File: config.mk
export PLATFORM = sky130hd
export DESIGN_NAME = sigma_delta_adc
export DESIGN_NICKNAME = d
export VERILOG_FILES = /design/src/rtl/sigma_delta_pkg.sv /design/src/rtl/sync_2ff.sv /design/src/rtl/sigma_delta_adc.sv
export SDC_FILE = /design/constraint.sdc
export NUM_CORES = 1
export LEC_CHECK = 0
export CAP_MARGIN = 20
export CORE_MARGIN = 2
export CORE_UTILIZATION = 57
export CTS_CLUSTER_SIZE = 30
export DETAILED_ROUTE_END_ITERATION = 8
export GPL_ROUTABILITY_DRIVEN = 1
export GPL_TIMING_DRIVEN = 0
export PLACE_DENSITY = 0.79
export SETUP_SLACK_MARGIN = 0.5
export SYNTH_ARGS = -nofsm -noshare
export SYNTH_HDL_FRONTEND = slang
export SYNTH_SLANG_ARGS = --single-unit
File: constraint.sdc
create_clock -name clk -period 2.3 [get_ports clk]
set_input_delay 0.23 -clock clk [delete_from_list [all_inputs] [get_ports clk]]
set_output_delay 0.23 -clock clk [all_outputs]
set_load 0.02 [all_outputs]
File: src/rtl/sigma_delta_pkg.sv
// Shared types and helpers for the delta-sigma ADC.
//   state_e   : conversion FSM states
//   sat_count : clamps a window ones-count to the largest WIDTH-bit code
package sigma_delta_pkg;

  typedef enum logic [1:0] {
    IDLE    = 2'd0,
    SETTLE  = 2'd1,
    CONVERT = 2'd2
  } state_e;

  // A window of 2^width ones yields 2^width, one past the top code.
  function automatic logic [31:0] sat_count(input logic [31:0] acc,
                                            input int unsigned width);
    logic [31:0] max_v;
    max_v = (32'd1 << width) - 32'd1;
    return (acc > max_v) ? max_v : acc;
  endfunction

endpackage

File: src/rtl/sync_2ff.sv
// Generic two-flop synchroniser for asynchronous single-bit inputs.
//   clk, rst_n : clock, async active-low reset
//   d          : asynchronous input
//   q          : synchronised output (second flop)
module sync_2ff (
  input  logic clk,
  input  logic rst_n,
  input  logic d,
  output logic q
);

  logic s1_q;
  logic s2_q;

  always_ff @(posedge clk or negedge rst_n) begin
    if (!rst_n) begin
      s1_q <= 1'b0;
      s2_q <= 1'b0;
    end else begin
      s1_q <= d;
      s2_q <= s1_q;
    end
  end

  assign q = s2_q;

endmodule

File: src/rtl/sigma_delta_adc.sv
// Digital half of a first-order delta-sigma ADC: synchronises the comparator,
// drives the integrator feedback and counts feedback ones over 2^WIDTH-cycle
// windows, delivering one saturated WIDTH-bit sample per window.
//   clk, rst_n    : clock, async active-low reset
//   enable        : run request
//   comp_in       : raw comparator output (asynchronous)
//   fb_out        : feedback to the RC integrator
//   sample_out    : latest completed conversion
//   sample_valid  : sample_out holds an unconsumed sample
//   sample_ready  : consumer accepts when valid && ready
//   overrun       : one-cycle pulse when an unconsumed sample is overwritten
//   busy          : high in SETTLE or CONVERT
module sigma_delta_adc
  import sigma_delta_pkg::*;
#(
  parameter int unsigned WIDTH          = 10,
  parameter int unsigned SETTLE_WINDOWS = 2
) (
  input  logic             clk,
  input  logic             rst_n,
  input  logic             enable,
  input  logic             comp_in,
  output logic             fb_out,
  output logic [WIDTH-1:0] sample_out,
  output logic             sample_valid,
  input  logic             sample_ready,
  output logic             overrun,
  output logic             busy
);

  localparam int unsigned SCW = $clog2(SETTLE_WINDOWS + 1) + 1;
  localparam logic [WIDTH-1:0] CNT_LAST = '1;

  state_e           state_q, state_d;
  logic [WIDTH-1:0] cnt_q, cnt_d;
  logic [WIDTH:0]   acc_q, acc_d;
  logic [SCW-1:0]   settle_q, settle_d;
  logic [WIDTH-1:0] sample_q, sample_d;
  logic             valid_q, valid_d;
  logic             overrun_q, overrun_d;
  logic             busy_q, busy_d;
  logic             comp_sync;
  logic             win_end;
  logic             load;
  logic [WIDTH-1:0] result;

  sync_2ff u_comp_sync (
    .clk   (clk),
    .rst_n (rst_n),
    .d     (comp_in),
    .q     (comp_sync)
  );

  // Feedback follows the synchroniser only while running; busy_q is high
  // exactly when the registered state is not IDLE.
  assign fb_out = comp_sync & busy_q;

  assign win_end = (cnt_q == CNT_LAST);
  assign result  = WIDTH'(sat_count(32'(acc_q) + 32'(fb_out), WIDTH));

  // Next-state, window counting and output register logic.
  always_comb begin
    state_d   = state_q;
    cnt_d     = cnt_q;
    acc_d     = acc_q;
    settle_d  = settle_q;
    sample_d  = sample_q;
    valid_d   = valid_q;
    overrun_d = 1'b0;
    load      = 1'b0;

    case (state_q)
      IDLE: begin
        cnt_d    = '0;
        acc_d    = '0;
        settle_d = '0;
        if (enable) begin
          state_d = (SETTLE_WINDOWS == 0) ? CONVERT : SETTLE;
        end
      end
      SETTLE: begin
        cnt_d = cnt_q + WIDTH'(1);
        acc_d = win_end ? '0 : acc_q + (WIDTH+1)'(fb_out);
        if (win_end) begin
          if (settle_q == SCW'(SETTLE_WINDOWS - 1)) begin
            state_d  = CONVERT;
            settle_d = '0;
          end else begin
            settle_d = settle_q + SCW'(1);
          end
        end
      end
      CONVERT: begin
        cnt_d = cnt_q + WIDTH'(1);
        acc_d = win_end ? '0 : acc_q + (WIDTH+1)'(fb_out);
        load  = win_end;
      end
      default: state_d = IDLE;
    endcase

    // Dropping enable abandons the partial window; a pending sample survives.
    if (state_q != IDLE && !enable) begin
      state_d  = IDLE;
      cnt_d    = '0;
      acc_d    = '0;
      settle_d = '0;
      load     = 1'b0;
    end

    if (load) begin
      sample_d  = result;
      valid_d   = 1'b1;
      overrun_d = valid_q && !sample_ready;
    end else if (valid_q && sample_ready) begin
      valid_d = 1'b0;
    end

    busy_d = (state_d != IDLE);
  end

  always_ff @(posedge clk or negedge rst_n) begin
    if (!rst_n) begin
      state_q   <= IDLE;
      cnt_q     <= '0;
      acc_q     <= '0;
      settle_q  <= '0;
      sample_q  <= '0;
      valid_q   <= 1'b0;
      overrun_q <= 1'b0;
      busy_q    <= 1'b0;
    end else begin
      state_q   <= state_d;
      cnt_q     <= cnt_d;
      acc_q     <= acc_d;
      settle_q  <= settle_d;
      sample_q  <= sample_d;
      valid_q   <= valid_d;
      overrun_q <= overrun_d;
      busy_q    <= busy_d;
    end
  end

  assign sample_out   = sample_q;
  assign sample_valid = valid_q;
  assign overrun      = overrun_q;
  assign busy         = busy_q;

endmodule

# Word level (Yosys, flattened, before mapping)
# Cells that the tools add are included.
# totals
reg_bits	41
inputBits	5
wordCells	54
out_inout_bits	14
# op_classes
order_cmp	1
reduce_logical	13
mux	20
bitwise_logic	1
add_sub_neg	4
eq_ne	5
# op_table
cell	count
$mux 11	2
$pmux 11 s2	1
$mux 10	2
$pmux 10 s2	1
$add 11x1->12	1
$gt 12x10->1 const B	1
$add 11x1->11	1
$add 10x1->10 const B	1
$eq 10x10->1 const B	1
$mux 3	3
$mux 2	4
$pmux 2 s3	1
$pmux 3 s2	1
$reduce_bool 2->1	3
$reduce_bool 3->1	2
$mux 1	5
$add 3x1->3 const B	1
$eq 3x1->1 const B	1
$logic_and 1x1->1	3
$ne 3x3->1 const B	1
$eq 2x1->1 const B	1
$eq 2x2->1 const B	1
$logic_not 1->1	2
$logic_not 2->1	1
other kinds (3)	3

# Depth between registers and ports, before layout
# Gate-level depths: netlist of the first run.
# logic_depth
word_depth	6
depth_mapped	8

# Modules after synthesis
# A second synthesis of the first run with hierarchy kept.
# hier_totals
hier_cells	217
area_unflattened_um2	2129.5
# by_module_without_submodules
module	area_each_um2	instances	cells_each
sigma_delta_adc	2079.5	1	215
sync_2ff	50.0	1	2

# Least setup slack after synthesis of the first run
# No wires, ideal clock.
# synth_path
path_kind	flip-flop to flip-flop
start	register busy_q, in the netlist busy
end	register sample_q[2], in the netlist sample_out[2]
slack_ps	214
path_buffers	0
required_time_ps	2163
path_stages_with_launch	8
t_arrival_ps	1950
setup_ps	137
path_cell_list	dfrtp_1 and2_1 ha_1 ha_1 and4_4 nand4_4 mux2i_4 a31oi_1
# synth_via
elab_chain_len	4
# synth_lines
item	line_no	rtl
start: declaration	sigma_delta_adc.sv:41	logic busy_q, busy_d;
start signal: assignment	sigma_delta_adc.sv:139	busy_q <= busy_d;
$and 1x1->1 (*)	sigma_delta_adc.sv:56	assign fb_out = comp_sync & busy_q;
named net fb_out	sigma_delta_adc.sv:23	output logic fb_out,
$add 11x1->12 (*)	sigma_delta_adc.sv:59	assign result = WIDTH'(sat_count(32'(acc_q) + 32'(fb_out), WIDTH));
$gt 12x10->1	sigma_delta_pkg.sv:17	return (acc > max_v) ? max_v : acc;
$mux 10 (*)	sigma_delta_pkg.sv:17	
end signal: assignment	sigma_delta_adc.sv:136	sample_q <= sample_d;
end: declaration	sigma_delta_adc.sv:38	logic [WIDTH-1:0] sample_q, sample_d;
# The timed path passes the listed nets; every way through them passes the cells marked *.
# A chain may end at the register's enable or synchronous reset.

# Worst setup path in the final report of the first run
# layout_path
start	register busy_q, in the netlist busy
end	register sample_q[7], in the netlist sample_out[7]
# layout_via
elab_chain_len	4
# layout_lines
item	line_no
$and 1x1->1 (*)	sigma_delta_adc.sv:56
$add 11x1->12 (*)	sigma_delta_adc.sv:59
$gt 12x10->1	sigma_delta_pkg.sv:17
$mux 10 (*)	sigma_delta_pkg.sv:17
# Every way passes the cells marked *; elsewhere a longest branch is shown, timed or not.

==> results of run 1 <==
[per-layer routing]
layer	routed length [µm]	track usage, %	vias up
met5	0	0	-
met4	49	7.03	0
met3	143	5.14	5
met2	1950	35.4	32
met1	1950	29.1	796
li1	-	-	846
[power by group through the flow]
| stage | logic [mW] | registers, mW | clock network [mW] |
|---|---|---|---|
| finish | 0.648 | 0.812 | 0.682 |
| global route | 0.739 | 0.820 | 0.729 |
| CTS | 0.587 | 0.811 | 0.702 |
| detailed placement | 0.543 | 0.829 | 0 |
| global placement | 0.525 | 0.827 | 0 |
| floorplan | 0.384 | 0.832 | 0 |
[path summary, 6_finish.rpt]
path / slack, ns / startpoint / end / cells after the start
max in group asynchronous: 1.65 / rst_n / busy / 1
max: 0.56 / busy / sample_out[7] / 7
min: 0.05 / rst_n / sample_out[9] / 1
min reg2reg: 0.36 / u_comp_sync.s1_q / u_comp_sync.q / 0
min in group clk: 0.29 / enable / settle_q[1] / 3
max reg2reg: 0.56 / busy / sample_out[7] / 7
[logic make-up (layout without fill, tap and decap cells)]
kind of cell | after synthesis | count (layout) | share of synthesized area, %
AO/OA/AOI/OAI | 59 | 59 | 17.4
XOR/XNOR | 10 | 10 | 4.11
adder cells (fa/ha/maj) | 7 | 7 | 4.11
buffers and inverters | 21 | 54 | 5.23
flip-flops | 41 | 41 | 48.2
multiplexers | 1 | 2 | 1.06
AND/OR/NAND/NOR | 78 | 78 | 19.9
[placed cells by master, fill, tap and decap left out, types with 3 or more instances in the layout]
cell / n
dfrtp_1: 40
o21ai_0: 21
nand2_1: 21
nor2_1: 17
a31oi_1: 16
clkdlybuf4s50_1: 16
buf_4: 12
inv_1: 9
nand3_1: 8
xor2_1: 6
a21oi_1: 6
and3_1: 5
clkbuf_8: 5
xnor2_1: 4
nand4_1: 4
and4_1: 3
buf_6: 3
buf_2: 3
or3_1: 3
ha_1: 3
[sequential cells by signal (all words and copies together), names as in the netlist]
register and count:
acc_q 11, cnt_q 10, sample_out 10, settle_q 3
state_q 2, busy 1, overrun 1, sample_valid 1
u_comp_sync.q 1, u_comp_sync.s1_q 1
[layout make-up]
cell class                      instances  area, µm²
Clock inverter                          3       65.1
Sequential cell                        41       1030
Timing Repair Buffer                   25        225
Tap cell                               48       60.1
Fill cell                             283        980
Buffer                                 12       88.8
Inverter                                9       33.8
Multi-Input combinational cell        156       1080
Clock buffer                            5       68.8
[per-stage QoR]
step	setup TNS, ns	utilization (%)	instance area (µm²)	hold slack, ns
finish	0	73.0	2650	0.0457
floorplan	0	-	2160	-0.0656
global placement	-0.129	65.7	2390	0.333
CTS	0	70.9	2580	0.0703
detailed placement	0	65.6	2380	0.352
global route	0	73.0	2650	0.121
[what timing repair did]
action                     4_1_cts  5_1_grt
gates resized for setup          5       15
setup buffers                    2        6
hold endpoints to repair         0        0
pin swaps                        0        3
cloned                           1        0
setup endpoints to repair       25       34
==> results.ini, run 1 <==
[logic_synthesis]
synthCells=217
yosys.area.top_type_share_pct=48.2
yosysTopAreaCell=dfrtp_1
synth-edff-count=0
synthFlopType=dfrtp_1
synth_fp_nets=229
synthesis.area_um2=2130
ys_seq_area_share_pct=48.2
synth.avg_cell_area_um2=9.81
synthTopCellsByCount=41 x dfrtp_1, 23 x o21ai_0, 21 x nand2_1, 17 x nor2_1, 16 x a31oi_1
yosysWarnings=0
synth.distinct_cells=42
yosysMostFrequentCell=dfrtp_1
async_flop_share_pct=100
ys_ff_latch=41
synth.area.top_cells=dfrtp_1 48%, o21ai_0 5.4%, a31oi_1 4.7%

[power]
power_frac_comb_pct=30.3
p_sw_share_pct=31.4
p_clk_share_pct=31.8
vdd_ir_drop_max_v=0.000539
pwr-share-seq_pct=37.9
total_power_mw=2.14
p_int_mw=1.47
p_leak_nw=1.17
power_density_nw_per_um2=807
p_sw_uw=673

[clocking]
cts_max_level=2
clockBufferDepth=2
clk_pin_slew_worst_paths_ns=0.08
clock-sinks=41
clk-insertion-delay-late_ns=0.29
cts_tree=built
cts_buffers=5
cts_root_buffer=clkbuf_8
hold_buffers=0

[setup_path]
slowest_delay_ns=0.41
crit_required_ns=2.47
start_kind=flop
critPathTopFamily=simple AND/OR/NAND/NOR gates
cpMostUsedCell=ha_4
worstSetupPathType=reg2reg
crit_fanout=5
arrival_ns=1.91
cp_cell_sequence=and2_4 -> ha_4 -> ha_4 -> and4_4 -> nand4_4 -> mux2i_4 -> a31oi_1
crit_path_end_kind=flop
path_buf_inv=0
slowest_stage=dfrtp_2

[die]
die_w_um=65.1
die_area_um2=4240
initial_utilization_pct=58.6
core-area_um2=3630
num_rows=22
die_h_um=65.1
pin_count=19

[route]
ant_nets=0
post_drt_wl_per_cell_um=13.7
firstDrtPassIters=4
remaining_drc_errors=0
drt_wl_total_um=4090
vias=1679
viasPerCell=5.62
drtIter0Drc=97

[placed_design]
dp_hpwl_um=2710
dp_slack_ns=0.313
placed_cells_incl_taps=282
port_buffers=17
place.gp.congestion=0.805

[timing]
finalCritPeriodShare_pct=75.8
setup_viol=0
tightest_slew_ns=0.875
report.final.slew_viol_count=0
skew_ns=0.00548
max_clock_freq_mhz=574
rsz0062_at_grt=yes
min_period_ns=1.74
slew-limit-headroom_pct=41.7
worst_slack_ns=0.557
hold_viol=0

[global_route]
grt_pass1_wl_um=7070
grt_max_degree=42
gr-usage-all-layers_pct=21.8
first_global_vias=1539
grt_overflow_total=0
antenna_found_initial=0

[job]
maxCapViolCount=0

[run_status]
status=finished clean

[layout]
antenna_cells=0
fin_cells=299
fin_nets=262
area.growth.synth_to_final_pct=24.6
drive_gt1_share_pct=18.7

[hold_path]
hold_path_class=in2async

No activity file was read; power rests on OpenSTA's default activity.
==> run 2: changes to the inputs <==
- clock period: 2.3 -> 1.7 ns (I/O delays scaled with it)
==> results.ini, run 2 (same netlist as run 1, synthesis figures left out) <==
[power]
p_leak_nw=1.44  ; +24%
p_clk_share_pct=19.7  ; -12 points
p_sw_share_pct=36.7  ; +5.3 points
vdd_ir_drop_max_v=0.000838  ; +55%
total_power_mw=3.43  ; +60%
p_int_mw=2.17  ; +48%
power_frac_comb_pct=48.1  ; +18 points
pwr-share-seq_pct=32.2  ; -5.7 points
p_sw_mw=1.26  ; +87%
power_density_nw_per_um2=1100  ; +36%

[global_route]
grt_pass1_wl_um=8270  ; +17%
busiest_layer=met2
grt_max_degree=42  ; unchanged
gr-usage-all-layers_pct=25.7  ; +3.9 points
first_global_vias=1704  ; +11%
met1_usage_pct=32.5  ; +3.3 points
use_met3_pct=5.14  ; unchanged
grt_overflow_total=0  ; unchanged
grt_util_met2_pct=44.2  ; +8.8 points
antenna_found_initial=0  ; unchanged

[die]
die_area_um2=4240  ; unchanged
initial_utilization_pct=58.6  ; unchanged
pin_count=19  ; unchanged
die_h_um=65.1  ; unchanged
num_rows=22  ; unchanged
die_w_um=65.1  ; unchanged
core-area_um2=3630  ; unchanged

[timing]
rsz0062_at_grt=yes
slew-limit-headroom_pct=39.4  ; -2.2 points
fin_tns_setup_ns=-0.312  ; -0.312 ns
finalCritPeriodShare_pct=104  ; +28 points
hold_viol=11  ; +11
skew_ns=0.00503  ; -0.000453 ns
setup_viol=12  ; +12
tightest_slew_ns=0.908  ; +0.0337 ns
min_period_ns=1.77  ; +0.0232 ns
max_clock_freq_mhz=566  ; -1.3%
worst_slack_ns=-0.0662  ; -0.623 ns
hold_ws_ns=-0.0140  ; -0.0596 ns
report.final.slew_viol_count=0  ; unchanged

[clocking]
clk_pin_slew_worst_paths_ns=0.08  ; about the same
cts_tree=built
cts_buffers=5  ; unchanged
cts_root_buffer=clkbuf_8
clk-insertion-delay-late_ns=0.31  ; +0.02 ns
hold_buffers=0  ; unchanged
clock-sinks=41  ; unchanged
cts_max_level=2  ; unchanged
clockBufferDepth=2  ; unchanged

[layout]
fillers=170  ; -40%
final_common_cell=dfrtp_1
largest_reg_flops=11  ; unchanged
regMostFlops=acc_q
area.growth.synth_to_final_pct=46.2
antenna_cells=0  ; unchanged
fin_nets=286  ; +9.2%
final_cell_mix=39 x dfrtp_1, 21 x buf_4, 17 x nor2_1, 16 x a31oi_1
finish.utilization_pct=85.7  ; +13 points
drive_gt1_share_pct=39.8  ; +21 points

[route]
remaining_drc_errors=0  ; unchanged
viasPerCell=6.11  ; +8.8%
post_drt_wl_per_cell_um=18.1  ; +33%
drt_wl_total_um=5840  ; +43%
ant_nets=0  ; unchanged
firstDrtPassIters=4  ; unchanged
drtIter0Drc=154  ; +59%
vias=1968  ; +17%

[setup_path]
start_kind=flop
worstSetupPathType=reg2reg
reg2reg_from=busy
rr_worst_depth=7  ; unchanged
arrival_ns=1.94  ; +0.03 ns
r2r_end=sample_out[7]
crit_fanout=5  ; unchanged
reg2reg_slack_ns=-0.07  ; -0.62 ns
crit_required_ns=1.87  ; -0.60 ns
crit_path_end_kind=flop

[run_status]
status=finished, violations left
failed_checks=hold timing, setup timing

[hold_path]
hold_path_class=in2async

[placed_design]
port_buffers=17  ; unchanged
place.gp.congestion=0.825  ; +2.4%
dp_hpwl_um=2970  ; +9.8%

[job]
maxCapViolCount=0  ; unchanged

[run 2: cell count changes in the layout (fill, tap and decap cells not counted), sizes merged]
cell / previous run / this run
clkdlybuf4s50: 16 / 2
buf: 18 / 42
dlygate4sd2: 0 / 10
clkdlybuf4s15: 0 / 4
clkinvlp: 0 / 1
clkinv: 1 / 0
bufinv: 2 / 0
o21ai: 24 / 25
[run 2: layer usage]
layer	up-vias	wire length, µm
li1	900	-
met1	965	2400
met2	93	3000
met3	10	339
met4	0	103
met5	-	0
[run 2: timing repair]
item	CTS	global route
resized for setup	48	33
gates cloned	2	1
pin swaps	18	20
endpoints found under the setup margin	53	45
setup buffers	17	13
[run 2: per-stage QoR]
step | instance area [µm²] | cells | worst slack (ns)
2_1_floorplan | 2280 | 217 | -0.103
3_3_place_gp | 2510 | 282 | -0.598
3_5_place_dp | 2510 | 282 | -0.163
4_1_cts | 2880 | 308 | -0.0490
5_1_grt | 3110 | 322 | -0.131
6_report | 3110 | 322 | -0.0662
[run 2: power groups by stage]
| stage | logic (mW) | clock network [mW] | registers, mW |
|---|---|---|---|
| after floorplan | 0.716 | 0 | 1.13 |
| after CTS | 1.26 | 0.668 | 1.10 |
| final | 1.65 | 0.677 | 1.10 |
| after detailed placement | 0.936 | 0 | 1.12 |
| after global placement | 0.898 | 0 | 1.12 |
| after global routing | 1.73 | 0.707 | 1.11 |
[run 2: final cells by class]
| cell class | instances | area, µm² | area share, % |
|---|---|---|---|
| Buffer | 12 | 143 | 4.58 |
| Clock buffer | 6 | 82.6 | 2.65 |
| Clock inverter | 1 | 7.51 | 0.241 |
| Inverter | 9 | 33.8 | 1.09 |
| Multi-Input combinational cell | 157 | 1300 | 41.7 |
| Sequential cell | 41 | 1030 | 33.0 |
| Tap cell | 48 | 60.1 | 1.93 |
| Timing Repair Buffer | 48 | 459 | 14.8 |
[run 2: critical path: stages, from the launching register on]
cell and delay (ns):
dfrtp_2 0.40, and2_4 0.15, ha_4 0.17, ha_4 0.16
and4_4 0.19, nand4_4 0.11, mux2i_4 0.33, a31oi_1 0.13
[run 2: worst max path at each step]
stage / to / from / cells past startpoint / slack [ns]
after floorplan: sample_out[0] / busy / 7 / -0.10
after global placement: state_q[1] / rst_n / 1 / -0.60
after detailed placement: sample_out[9] / busy / 7 / -0.16
after CTS: sample_out[9] / busy / 7 / -0.05
after global routing: sample_out[7] / busy / 7 / -0.13
final: sample_out[7] / busy / 7 / -0.07
